## src/rtl/internal_framebuffer_stream_ctrl.sv

```systemverilog
// internal_framebuffer_stream_ctrl
//   Scans a rectangular framebuffer region out as a pixel stream. Addresses are
//   issued to the framebuffer reader (fixed latency, no ready). Each address is
//   issued only when a FIFO slot is reserved for its returning pixel. Pixels are
//   buffered in that FIFO and presented on an AXI-Stream style master port.
//
//   Ports
//     clk, reset           : clock, synchronous active-high reset
//     start, conf*         : scan request and region geometry (latched on start)
//     busy, done           : scan in progress / one-cycle end-of-scan pulse
//     arvalid/arlast/araddr: read requests to the reader (one per asserted cycle)
//     rvalid/rlast/rdata   : reader returns, READ_LATENCY cycles after arvalid
//     m_axis_*             : pixel stream out
//
//   Optional macro FRAMEBUFFER_STREAM_LINE_LAST_EN: when defined, m_axis_tlast
//   marks the last pixel of every line; otherwise only the final region pixel.
module internal_framebuffer_stream_ctrl #(
  parameter int FRAMEBUFFER_SIZE_IN_PIXEL_LG = 18,
  parameter int PIXEL_WIDTH                  = 32,
  parameter int DIM_WIDTH                    = 11,
  parameter int READ_LATENCY                 = 2,
  parameter int FIFO_DEPTH                   = 8
) (
  input  logic                                    clk,
  input  logic                                    reset,
  input  logic                                    start,
  input  logic [FRAMEBUFFER_SIZE_IN_PIXEL_LG-1:0] confBase,
  input  logic [DIM_WIDTH-1:0]                    confWidth,
  input  logic [DIM_WIDTH-1:0]                    confHeight,
  input  logic [DIM_WIDTH-1:0]                    confStride,
  output logic                                    busy,
  output logic                                    done,
  output logic                                    arvalid,
  output logic                                    arlast,
  output logic [FRAMEBUFFER_SIZE_IN_PIXEL_LG-1:0] araddr,
  input  logic                                    rvalid,
  input  logic                                    rlast,
  input  logic [PIXEL_WIDTH-1:0]                  rdata,
  output logic                                    m_axis_tvalid,
  input  logic                                    m_axis_tready,
  output logic                                    m_axis_tlast,
  output logic [PIXEL_WIDTH-1:0]                  m_axis_tdata
);

  localparam int AW    = FRAMEBUFFER_SIZE_IN_PIXEL_LG;
  localparam int CNT_W = $clog2(FIFO_DEPTH + 1);
  localparam int PTR_W = $clog2(FIFO_DEPTH);
`ifdef FRAMEBUFFER_STREAM_LINE_LAST_EN
  // entry = {frame_last, line_last, data}
  localparam int ENTRY_W = PIXEL_WIDTH + 2;
`else
  // entry = {frame_last, data}
  localparam int ENTRY_W = PIXEL_WIDTH + 1;
`endif
  localparam logic [DIM_WIDTH-1:0] DIM_ONE = 1;

  typedef enum logic [1:0] {IDLE, ISSUE, DRAIN} state_t;

  state_t               state_q, state_d;
  logic                 busy_q, busy_d, done_q, done_d;
  logic                 arvalid_q, arvalid_d, arlast_q, arlast_d;
  logic [AW-1:0]        araddr_q, araddr_d;
  logic [DIM_WIDTH-1:0] width_q, width_d, height_q, height_d, stride_q, stride_d;
  logic [DIM_WIDTH-1:0] x_q, x_d, y_q, y_d;
  logic [AW-1:0]        line_base_q, line_base_d;
  logic [CNT_W-1:0]     inflight_q, inflight_d, count_q, count_d;
  logic [PTR_W-1:0]     wr_ptr_q, wr_ptr_d, rd_ptr_q, rd_ptr_d;
  logic [ENTRY_W-1:0]   mem_q [FIFO_DEPTH];

  logic                 issue, accept, push, pop, full, credit_ok;
  logic                 last_x, last_y;
  logic [CNT_W:0]       credit_used;
  logic [ENTRY_W-1:0]   head, push_entry;

`ifdef FRAMEBUFFER_STREAM_LINE_LAST_EN
  // Returns arrive in issue order, so a receive-side column counter recovers
  // the end-of-line position without widening the reader interface.
  logic [DIM_WIDTH-1:0] rx_x_q, rx_x_d;
  logic                 rx_line_last;
  assign rx_line_last = (rx_x_q == width_q - DIM_ONE);
  assign push_entry   = {rlast, rx_line_last, rdata};
`else
  assign push_entry   = {rlast, rdata};
`endif

  assign head          = mem_q[rd_ptr_q];
  assign m_axis_tvalid = (count_q != '0);
  assign m_axis_tdata  = m_axis_tvalid ? head[PIXEL_WIDTH-1:0] : '0;
  assign m_axis_tlast  = m_axis_tvalid & head[PIXEL_WIDTH];

  assign pop    = m_axis_tvalid && m_axis_tready;
  assign full   = (count_q == CNT_W'(FIFO_DEPTH));
  // Stray returns (after reset, or while idle) have no reservation; drop them.
  assign accept = rvalid && (state_q != IDLE) && (inflight_q != '0);
  assign push   = accept && (!full || pop);

  // A request may only go out if its pixel already has a FIFO slot.
  assign credit_used = {1'b0, count_q} + {1'b0, inflight_q};
  assign credit_ok   = credit_used < (CNT_W+1)'(FIFO_DEPTH);

  assign last_x = (x_q == width_q - DIM_ONE);
  assign last_y = (y_q == height_q - DIM_ONE);

  always_comb begin
    state_d     = state_q;
    busy_d      = busy_q;
    done_d      = 1'b0;
    arvalid_d   = 1'b0;
    arlast_d    = 1'b0;
    araddr_d    = araddr_q;
    width_d     = width_q;
    height_d    = height_q;
    stride_d    = stride_q;
    x_d         = x_q;
    y_d         = y_q;
    line_base_d = line_base_q;
    issue       = 1'b0;
`ifdef FRAMEBUFFER_STREAM_LINE_LAST_EN
    rx_x_d      = rx_x_q;
    if (push) rx_x_d = rx_line_last ? '0 : rx_x_q + DIM_ONE;
`endif
    case (state_q)
      IDLE: if (start) begin
        width_d  = confWidth;
        height_d = confHeight;
        stride_d = confStride;
        if (confWidth == '0 || confHeight == '0) begin
          done_d = 1'b1;
        end else begin
          busy_d      = 1'b1;
          x_d         = '0;
          y_d         = '0;
          line_base_d = confBase;
          state_d     = ISSUE;
`ifdef FRAMEBUFFER_STREAM_LINE_LAST_EN
          rx_x_d      = '0;
`endif
        end
      end
      ISSUE: if (credit_ok) begin
        issue     = 1'b1;
        arvalid_d = 1'b1;
        araddr_d  = line_base_q + AW'(x_q);
        arlast_d  = last_x && last_y;
        if (last_x) begin
          x_d         = '0;
          y_d         = y_q + DIM_ONE;
          line_base_d = line_base_q + AW'(stride_q);
          if (last_y) state_d = DRAIN;
        end else begin
          x_d = x_q + DIM_ONE;
        end
      end
      DRAIN: if (pop && head[ENTRY_W-1]) begin
        done_d  = 1'b1;
        busy_d  = 1'b0;
        state_d = IDLE;
      end
      default: state_d = IDLE;
    endcase
  end

  always_comb begin
    inflight_d = inflight_q;
    case ({issue, accept})
      2'b10:   inflight_d = inflight_q + CNT_W'(1);
      2'b01:   inflight_d = inflight_q - CNT_W'(1);
      default: inflight_d = inflight_q;
    endcase
    count_d = count_q;
    case ({push, pop})
      2'b10:   count_d = count_q + CNT_W'(1);
      2'b01:   count_d = count_q - CNT_W'(1);
      default: count_d = count_q;
    endcase
    wr_ptr_d = push ? wr_ptr_q + PTR_W'(1) : wr_ptr_q;
    rd_ptr_d = pop  ? rd_ptr_q + PTR_W'(1) : rd_ptr_q;
  end

  always_ff @(posedge clk) begin
    if (reset) begin
      state_q     <= IDLE;
      busy_q      <= 1'b0;
      done_q      <= 1'b0;
      arvalid_q   <= 1'b0;
      arlast_q    <= 1'b0;
      araddr_q    <= '0;
      width_q     <= '0;
      height_q    <= '0;
      stride_q    <= '0;
      x_q         <= '0;
      y_q         <= '0;
      line_base_q <= '0;
      inflight_q  <= '0;
      count_q     <= '0;
      wr_ptr_q    <= '0;
      rd_ptr_q    <= '0;
`ifdef FRAMEBUFFER_STREAM_LINE_LAST_EN
      rx_x_q      <= '0;
`endif
    end else begin
      state_q     <= state_d;
      busy_q      <= busy_d;
      done_q      <= done_d;
      arvalid_q   <= arvalid_d;
      arlast_q    <= arlast_d;
      araddr_q    <= araddr_d;
      width_q     <= width_d;
      height_q    <= height_d;
      stride_q    <= stride_d;
      x_q         <= x_d;
      y_q         <= y_d;
      line_base_q <= line_base_d;
      inflight_q  <= inflight_d;
      count_q     <= count_d;
      wr_ptr_q    <= wr_ptr_d;
      rd_ptr_q    <= rd_ptr_d;
`ifdef FRAMEBUFFER_STREAM_LINE_LAST_EN
      rx_x_q      <= rx_x_d;
`endif
    end
  end

  // FIFO storage needs no reset; validity is tracked by count_q.
  always_ff @(posedge clk) begin
    if (push) mem_q[wr_ptr_q] <= push_entry;
  end

  assign busy    = busy_q;
  assign done    = done_q;
  assign arvalid = arvalid_q;
  assign arlast  = arlast_q;
  assign araddr  = araddr_q;

  a_no_overflow: assert property (@(posedge clk) disable iff (reset) !(accept && full && !pop));
  a_inflight_range: assert property (@(posedge clk) disable iff (reset) inflight_q <= CNT_W'(FIFO_DEPTH));
  a_depth_cfg: assert property (@(posedge clk) FIFO_DEPTH >= READ_LATENCY + 2);

endmodule

```

## config.mk

```make
export PLATFORM = sky130hd
export DESIGN_NAME = internal_framebuffer_stream_ctrl
export DESIGN_NICKNAME = d
export VERILOG_FILES = /design/src/rtl/internal_framebuffer_stream_ctrl.sv
export SDC_FILE = /design/constraint.sdc
export NUM_CORES = 1
export LEC_CHECK = 0
export ABC_AREA = 0
export CORE_AREA = 3 3 186 188
export CTS_CLUSTER_SIZE = 12
export DETAILED_ROUTE_END_ITERATION = 7
export DIE_AREA = 0 0 189 191
export GPL_TIMING_DRIVEN = 1
export PLACE_DENSITY = 0.71
export SYNTH_ARGS = -nofsm -noshare
export SYNTH_HDL_FRONTEND = slang
export SYNTH_SLANG_ARGS = --single-unit
```

## constraint.sdc

```tcl
create_clock -name clk -period 6.5 [get_ports clk]
set_input_delay 1.3 -clock clk [delete_from_list [all_inputs] [get_ports clk]]
set_output_delay 1.3 -clock clk [all_outputs]
set_load 0.02 [all_outputs]
```

# Yosys cells after proc, flatten, opt, wreduce, memory -nomap -nowiden
# Memories as Yosys holds them, arrays and structs flattened. A register that Yosys moved wholly into a read port is not among the register bits.
# Index checks and enable logic that the tools add are counted.
# totals
reg_bits	111
mem_bits_rw	264
inputBits	89
out_inout_bits	56
word_cells	112
n_memories	1
# classes
addsub	13
magnitude_cmp	1
n_eq_ne	15
n_mux	37
n_bitwise	3
n_reduce_logical	26
# memory_table
name	words	width	read_ports	rd_ports_with_merged_regs	write_ports	line	rtl
mem_q	8	33	1	1	1	68	logic [ENTRY_W-1:0] mem_q [FIFO_DEPTH];
# op_table
op	n
2-to-1 mux 18 bit	4
2-to-1 mux 11 bit	6
one-hot mux 11 bit (2 select lines)	2
adder 18 x 11 -> 18 bit	2
one-hot mux 18 bit (2 select lines)	1
2-to-1 mux 32 bit	1
adder 11 x 1 -> 11 bit (second input constant)	2
equality test 11 bit	2
logical NOT 11 bit	2
subtractor 11 x 1 -> 11 bit (second input constant)	2
one-hot mux 4 bit (2 select lines)	2
2-to-1 mux 2 bit	6
inequality test 2 bit (second input constant)	6
2-to-1 mux 1 bit	10
nonzero test 2 bit	5
adder 4 x 1 -> 4 bit (second input constant)	2
AND reduction 4 bit	2
nonzero test 4 bit	2
subtractor 4 x 1 -> 4 bit (second input constant)	2
adder 3 x 1 -> 3 bit (second input constant)	2
equality test 2 x 1 -> 1 bit (second input constant)	3
equality test 2 bit (second input constant)	3
logical AND 1 bit	6
2-to-1 mux 3 bit	2
14 further kinds	18

# Depth between registers and ports, before layout
# depth
ltp_word	6
depth_mapped	12
mapped_depth_nobuf	12

# Worst setup path after synthesis
# No wires, ideal clock.
# synth_path
path_kind	in2reg
from	in rvalid
to	mem mem_q[2][0] (netlist name) (enable)
setup_time_ns	0.471
t_arrival_ns	4.419
required_time_ns	6.029
slack_ns	1.610
stages	4
n_path_buf	0
cell_sequence	nand3b_1 a31oi_1 nand2b_1 nor3b_1
# synth_between
elab_chain_len	5
# synth_rtl
element	line	rtl
start, declared	36	input logic rvalid,
logical AND 1 bit (2 in series)	94	assign accept = rvalid && (state_q != IDLE) && (inflight_q != '0);
logical AND 1 bit	95	assign push = accept && (!full || pop);
2-to-1 mux 1 bit	226	if (push) mem_q[wr_ptr_q] <= push_entry;
2-to-1 mux 1 bit (not written as such)	226	
end, declared	68	
# No other way between the ends.

==> impl_metrics.tcl <==
set metrics [dict create \
    grt_pass1_vias 11200 \
    min_period_over_period_pct 70.2 \
    die-width_um 189 \
    rsz0062_at_grt "no" \
    synth_area_leaders "edfxtp_1 (47%), dfxtp_1 (14%), mux4_2 (8.8%)" \
    hold_violations 0 \
    synth_common_cells "edfxtp_1 (264), nand2_1 (145), dfxtp_1 (114), a21oi_1 (98), nor2_1 (80)" \
    vias_per_cell 5.81 \
    post_drt_wl_per_cell_um 20.1 \
    ys_ff_latch 378 \
    drc_errors 0 \
    yosysMostFrequentCell "edfxtp_1" \
    grt_use_total_pct 21.3 \
    io_pins 145 \
    finalWeightedCongestion 0.847 \
    vias 11100 \
    fillCellCount 2560 \
    p_leak_nw 6.74 \
    hp-class "flip-flop to flip-flop" \
    endpoint_kind "output port" \
    antenna_found_initial 2 \
    crit_path_cell_trace "buf_4 -> mux4_2 -> mux2i_1 -> nor2_1 -> clkdlybuf4s50_1" \
    synth_top_area_share_pct 47.0 \
    clk_pin_slew_ns 0.06 \
    cts_resized 0 \
    syn_inst 1292 \
    drive_gt1_share_pct 12.8 \
    slew_headroom_pct 31.9 \
    root_buffer "clkbuf_16" \
    dieArea_sq_mm 0.0361 \
    clockPowerShare_pct 35.9 \
    synth_fp_nets 1421 \
    globalRoute.totalOverflow 0 \
    grt_pass1_wl_mm 61.3 \
    internal-power_w 0.00458 \
    drtIter0Drc 936 \
    port_buffers 144 \
    ir_worst_vdd_uv 286 \
    yosysTopAreaCell "edfxtp_1" \
    slew_violations 0 \
    h-tree-depth 2 \
    clock_latency_ns 0.54 \
    p_sw_share_pct 27.1 \
    critPathRequiredTime_ns 5.20 \
    holdBufCountCts 0 \
    fin_tns_setup_ns 0 \
    syn2layout_area_growth_pct 19.6 \
    dp_hpwl_mm 24.8 \
    cts_tree "done" \
    fin_util_pct 60.6 \
    arrival_ns 3.26 \
    row_count 67 \
    finalWorstPathRequiredPeriod_ns 4.56 \
    synth_edf_count 264 \
    ff_latch_area_sq_mm 0.0102 \
    postSynthAreaPerCell_sq_um 13.1 \
    criticalPathCategory "flip-flop to output port" \
    multi_input_area_sq_mm 0.00635 \
    status "complete, no violations" \
    grt_max_degree 84 \
    diodes 0 \
    p_per_area_mw_per_mm2 311 \
    holdWs_ns 0.447 \
    initial_core_util_pct 50.7 \
    fp.dieH_um 191 \
    max_freq_ghz 0.219 \
    critPathMaxFanout 42 \
    ys_seq_area_share_pct 60.5 \
    switchingPower_w 0.00170 \
    synth.cell_area_sq_mm 0.0169 \
    fin_nets 1566 \
    maxCapViolations 0 \
    yosysWarnings 0 \
    clock_sinks 378 \
    cp-start-kind "flip-flop" \
    drt_first_pass_iters 5 \
    async_flop_share_pct 0 \
    worst_pin_slew_ns 1.02 \
    drtAntennaViolNets 0 \
    cts_made_buffers 40 \
    synth_ff_type "edfxtp_1" \
    critical-path-max-stage-delay_ns 0.90 \
    clock_path_buffers 3 \
    critPathSlowestCell "dfxtp_4" \
    setup_violations 0 \
    post_cts_buffers 0 \
    pwr-share-seq_pct 43.7 \
    fin_skew_ns 0.0208 \
    synth.distinct_cells 70 \
    core-area_sq_mm 0.0333 \
    finalWirelength_mm 38.4 \
    power.share.combinational_pct 20.4 \
]
==> layout make-up <==
class | instances | area share, %
clock inverters | 9 | 0.880
repair buffers | 175 | 8.28
flip-flops and latches | 378 | 50.6
multi-input cells | 817 | 31.4
well taps | 448 | 2.78
inverters | 25 | 0.465
clock buffers | 60 | 5.54
==> through the flow <==
stage               cells  power, W  setup WS (ns)  cell area, sq um
finish               1912   0.00628           1.94             20200
global route         1912   0.00654           1.69             20200
CTS                  1912   0.00634           1.85             20200
detailed placement   1843   0.00407           2.41             18900
global placement     1843   0.00405           2.42             18900
floorplan            1292   0.00354           1.61             16900
==> cells by family after synthesis <==
| kind of cell | count (synthesis) | share of synthesized area (%) |
|---|---|---|
| and+or+nand+nor | 371 | 10.2 |
| xor gates and xnor gates | 54 | 2.80 |
| adders and majority gates | 40 | 3.14 |
| AOI/OAI and AO/OA | 237 | 9.29 |
| DFF | 378 | 60.5 |
| muxes | 115 | 11.7 |
| buffers and inverters | 97 | 2.28 |
==> metal layers <==
metal	wire length [um]	track usage, %	vias to the layer above
met5	25	0	-
li1	-	-	5190
met3	2500	3.96	70
met2	18400	35.4	357
met1	16500	28.7	5483
met4	925	6.42	4
==> final timing paths <==
| kind | from | to | slack [ns] | depth (start not counted) |
|---|---|---|---|---|
| max reg2reg | count_q[3] | inflight_q[3] | 2.54 | 12 |
| min | araddr[11] | araddr[11] | 0.45 | 2 |
| min reg2reg | araddr[11] | araddr[11] | 0.45 | 2 |
| max | flip-flop | m_axis_tdata[1] | 1.94 | 5 |
==> registers in the layout (all words and copies together), names as in the netlist, named ones only <==
register,flops
state_q,2
count_q,4
arlast,1
y_q,11
araddr,18
wr_ptr_q,3
rd_ptr_q,3
stride_q,11
inflight_q,4
done,1
busy,1
x_q,11
line_base_q,18
mem_q,264
arvalid,1
height_q,11
width_q,11
==> critical path: cells and delay by family, from the launching register on <==
family	cells	cell delay (ns)
buffers and inverters	2	0.98
DFF	1	0.90
muxes	2	0.72
and+or+nand+nor	1	0.09
==> power by group through the flow <==
stage,sequential [W],combinational (W),clock (W)
4_1_cts,0.00275,0.00129,0.00230
3_3_place_gp,0.00280,0.00126,0
5_1_grt,0.00276,0.00139,0.00239
2_1_floorplan,0.00275,0.000795,0
3_5_place_dp,0.00280,0.00128,0
6_report,0.00275,0.00128,0.00226
==> cell usage in the layout, fill, tap and decap left out, drive strengths merged, types with 7 or more instances in the layout <==
cell | netlist | routed
nand3 | 30 | 30
nand4 | 12 | 12
edfxtp | 264 | 264
clkbuf | 53 | 60
nor4 | 10 | 10
xor2 | 28 | 28
ha | 36 | 36
inv | 24 | 26
nor3 | 34 | 34
mux4 | 66 | 66
o21a | 8 | 8
nand2 | 145 | 145
clkdlybuf4s50 | 0 | 143
a21oi | 98 | 98
nor2 | 80 | 80
a211oi | 19 | 19
a21o | 9 | 9
mux2i | 49 | 49
nand2b | 11 | 11
dfxtp | 114 | 114
o21ai | 27 | 27
a2111oi | 7 | 7
xnor2 | 26 | 26
a31oi | 15 | 15
buf | 19 | 32
or3 | 7 | 7
(Power assumes the default switching activity.)
==> patch, RTL diff (same flow settings) <==
Make the reset (`reset`) asynchronous in one clocked block. Comments in the files are not updated.
--- a/src/rtl/internal_framebuffer_stream_ctrl.sv
+++ b/src/rtl/internal_framebuffer_stream_ctrl.sv
@@ -177,7 +177,7 @@
     rd_ptr_d = pop  ? rd_ptr_q + PTR_W'(1) : rd_ptr_q;
   end
 
-  always_ff @(posedge clk) begin
+  always_ff @(posedge clk or posedge reset) begin
     if (reset) begin
       state_q     <= IDLE;
       busy_q      <= 1'b0;
Formal check against the unedited RTL: differs if reset is asserted again (counterexample within 4 cycles, from zero or initial values and one cycle with reset high); with reset held inactive, the same outputs for 4 cycles.
==> patch against the unedited design <==
Setup slack lost 360 ps; synthesized area down 1.2%; sequential cell count fell by 3; via count is 9.8% lower; count of clock-buffer cells in the layout did not move; sequential share of layout area increased by 3.1 points; clock skew grew 2.0 ps; global-route usage down 0.69 points; routed wire length fell by 4.4%; cell area fell by 1.2%; utilization fell by 0.73 points; largest cell class unchanged; highest routed layer unchanged.
Power is not compared: it rests on default switching activity, and its combinational part moved more than twofold at a synthesized area within 25%.
==> patch: results (changes against the unedited design) <==
The post-CTS setup-driven buffer insertion count is 0 (unchanged). The HPWL after detailed placement is 23.24 mm (was 24.82 mm). The first-pass GRT wire length came out at 57.88 mm (was 61.29 mm). The setup clock skew after layout was 22.71 ps (was 20.76 ps). The final routed wirelength across all metal layers is 36.73 mm (was 38.40 mm).

The register with the most flip-flops was mem_q (unchanged). The mean cell area of the mapped netlist came to 14.93 sq um (was 13.06 sq um). Run status: completed (unchanged). The number of cells on the worst hold path came out at 2 (unchanged). The static leakage came out at 7.288 nW. The clock insertion delay at the later pin of the skew report came out at 560 ps (was 540 ps). The combined global-route utilization of all metal layers came out at 20.59% (was 21.28%). The number of port buffers is 144 (unchanged). The number of nets in the layout is 1,405 (was 1,566). The sequential-to-total area share from yosys stat is 64.20% (was 60.52%).

The number of DRC markers in iteration 0 was 539 (was 936). The number of DRC violations after detailed routing came out at 0 (unchanged). Most area-consuming cells after synthesis: sky130_fd_sc_hd__edfxtp_1, sky130_fd_sc_hd__dfrtp_1, sky130_fd_sc_hd__mux4_2 (was sky130_fd_sc_hd__edfxtp_1, sky130_fd_sc_hd__dfxtp_1, sky130_fd_sc_hd__mux4_2).

The number of flip-flops in the largest register came out at 264 (unchanged). The number of levels the H-tree was split into came out at 2 (unchanged). The number of CTS-inserted buffers is 40 (unchanged). The largest net degree at the start of global routing is 59 (was 84). The count of unique library cells instantiated by Yosys came out at 62 (was 70). The maximum root-to-sink buffer count is 3 (unchanged). The clock transition at the registers of the reported paths is 60 ps (about the same). The cell count after placement came out at 1,682 (was 1,843). The worst-path maximum fanout is 50 (was 42).

The number of synthesized flops with an enable pin came out at 264 (unchanged). The pin slew with the least headroom to its limit is 1163 ps (was 1019 ps). The count of fill cells added during filler insertion came out at 2,506 (was 2,560).

The largest voltage drop on the vdd net came out at 0.0003198 V. The routed wirelength normalized by instance count is 21.00 um (was 20.08 um). The number of antenna violations at the first check in global routing came out at 5 (was 2). The clock root buffer was sky130_fd_sc_hd__clkbuf_16 (unchanged).

The yosys synthesis warning count is 0 (unchanged). Commonest cells post-synth: sky130_fd_sc_hd__edfxtp_1, sky130_fd_sc_hd__dfrtp_1, sky130_fd_sc_hd__nor2_1 (was sky130_fd_sc_hd__edfxtp_1, sky130_fd_sc_hd__nand2_1, sky130_fd_sc_hd__dfxtp_1). The quantity of gates resized following cts came out at 0 (unchanged). The count of cells along the worst register-to-register path came out at 10 (was 12). The post-synth net total came out at 1,246 (was 1,421). The weighted congestion reported at the end of routability-driven placement came out at 0.8345 (was 0.8471). The share of synthesized registers carrying an async set or reset came to 29.60% (was 0%). The type of the worst min-delay path is reg -> reg (unchanged). The ratio of cells with drive above 1 in the final layout is 15.15% (was 12.84%). The via count is 10,020 (was 11,100). The first-pass iteration count of the detailed router was 5 (unchanged).

The critical path data arrival time is 3620 ps (was 3260 ps).
==> patch: logic make-up after synthesis <==
kind of cell,Yosys count,synth area share [%]
buffers and inverters,69,1.576
AO/OA/AOI/OAI,158,6.183
adder cells (fa/ha/maj),40,3.181
XOR/XNOR,71,3.729
AND/OR/NAND/NOR,264,7.533
multiplexers,140,13.60
flip-flops,375,64.20
==> patch: critical path: stages, from the launching register on <==
cell and delay, ps:
sky130_fd_sc_hd__dfrtp_4 1090, sky130_fd_sc_hd__buf_4 510, sky130_fd_sc_hd__mux4_2 570, sky130_fd_sc_hd__mux2i_1 190, sky130_fd_sc_hd__nor2_1 100, sky130_fd_sc_hd__clkdlybuf4s50_1 570
==> patch: layout make-up <==
cell class | instances | area (sq um) | area share, %
repair buffers | 164 | 1604 | 8.043
clock inverters | 6 | 81.33 | 0.4078
inverters | 22 | 85.08 | 0.4266
clock buffers | 60 | 1136 | 5.697
flip-flops and latches | 375 | 10710 | 53.71
multi-input cells | 673 | 5762 | 28.89
diodes | 1 | 2.502 | 0.01255
well taps | 448 | 560.5 | 2.811
==> patch: path summary, 6_finish.rpt <==
check	start	endpoint	slack, ps
setup / recovery	rd_ptr_q[0]	m_axis_tdata[14]	1580
min in group asynchronous	reset	height_q[9]	1220
hold / removal	araddr[2]	araddr[2]	480
setup reg to reg	width_q[0]	y_q[10]	3080
hold reg to reg	araddr[2]	araddr[2]	480
max in group asynchronous	reset	rd_ptr_q[2]	4000
==> patch: layer usage <==
metal | vias to the layer above | GRT usage [%] | wire [um]
li1 | 4595 | - | -
met1 | 5032 | 26.40 | 15220
met5 | - | 0 | 50
met3 | 81 | 4.401 | 2193
met4 | 8 | 7.219 | 1182
met2 | 305 | 35.03 | 18080
==> patch: per-stage QoR <==
step	hold WS, ps	utilization [%]	worst slack (ps)	cell area, sq um	total power [mW]
finish	479.3	59.92	1579	19940	9.493
global route	507.5	59.92	1292	19940	10.06
CTS	483.2	59.92	1442	19940	9.592
detailed placement	471.4	56.26	1789	18720	7.425
global placement	462.8	56.26	1877	18720	7.340
floorplan	457.4	-	1409	16680	6.131
==> patch: power breakdown <==
group          internal, mW  leakage (nW)  total, mW  switching [mW]
Clock                  1.21         0.587       2.13           0.915
Sequential             3.08          3.76       3.65           0.573
Combinational          1.81          2.94       3.72            1.90
Total                  6.10          7.29       9.49            3.39
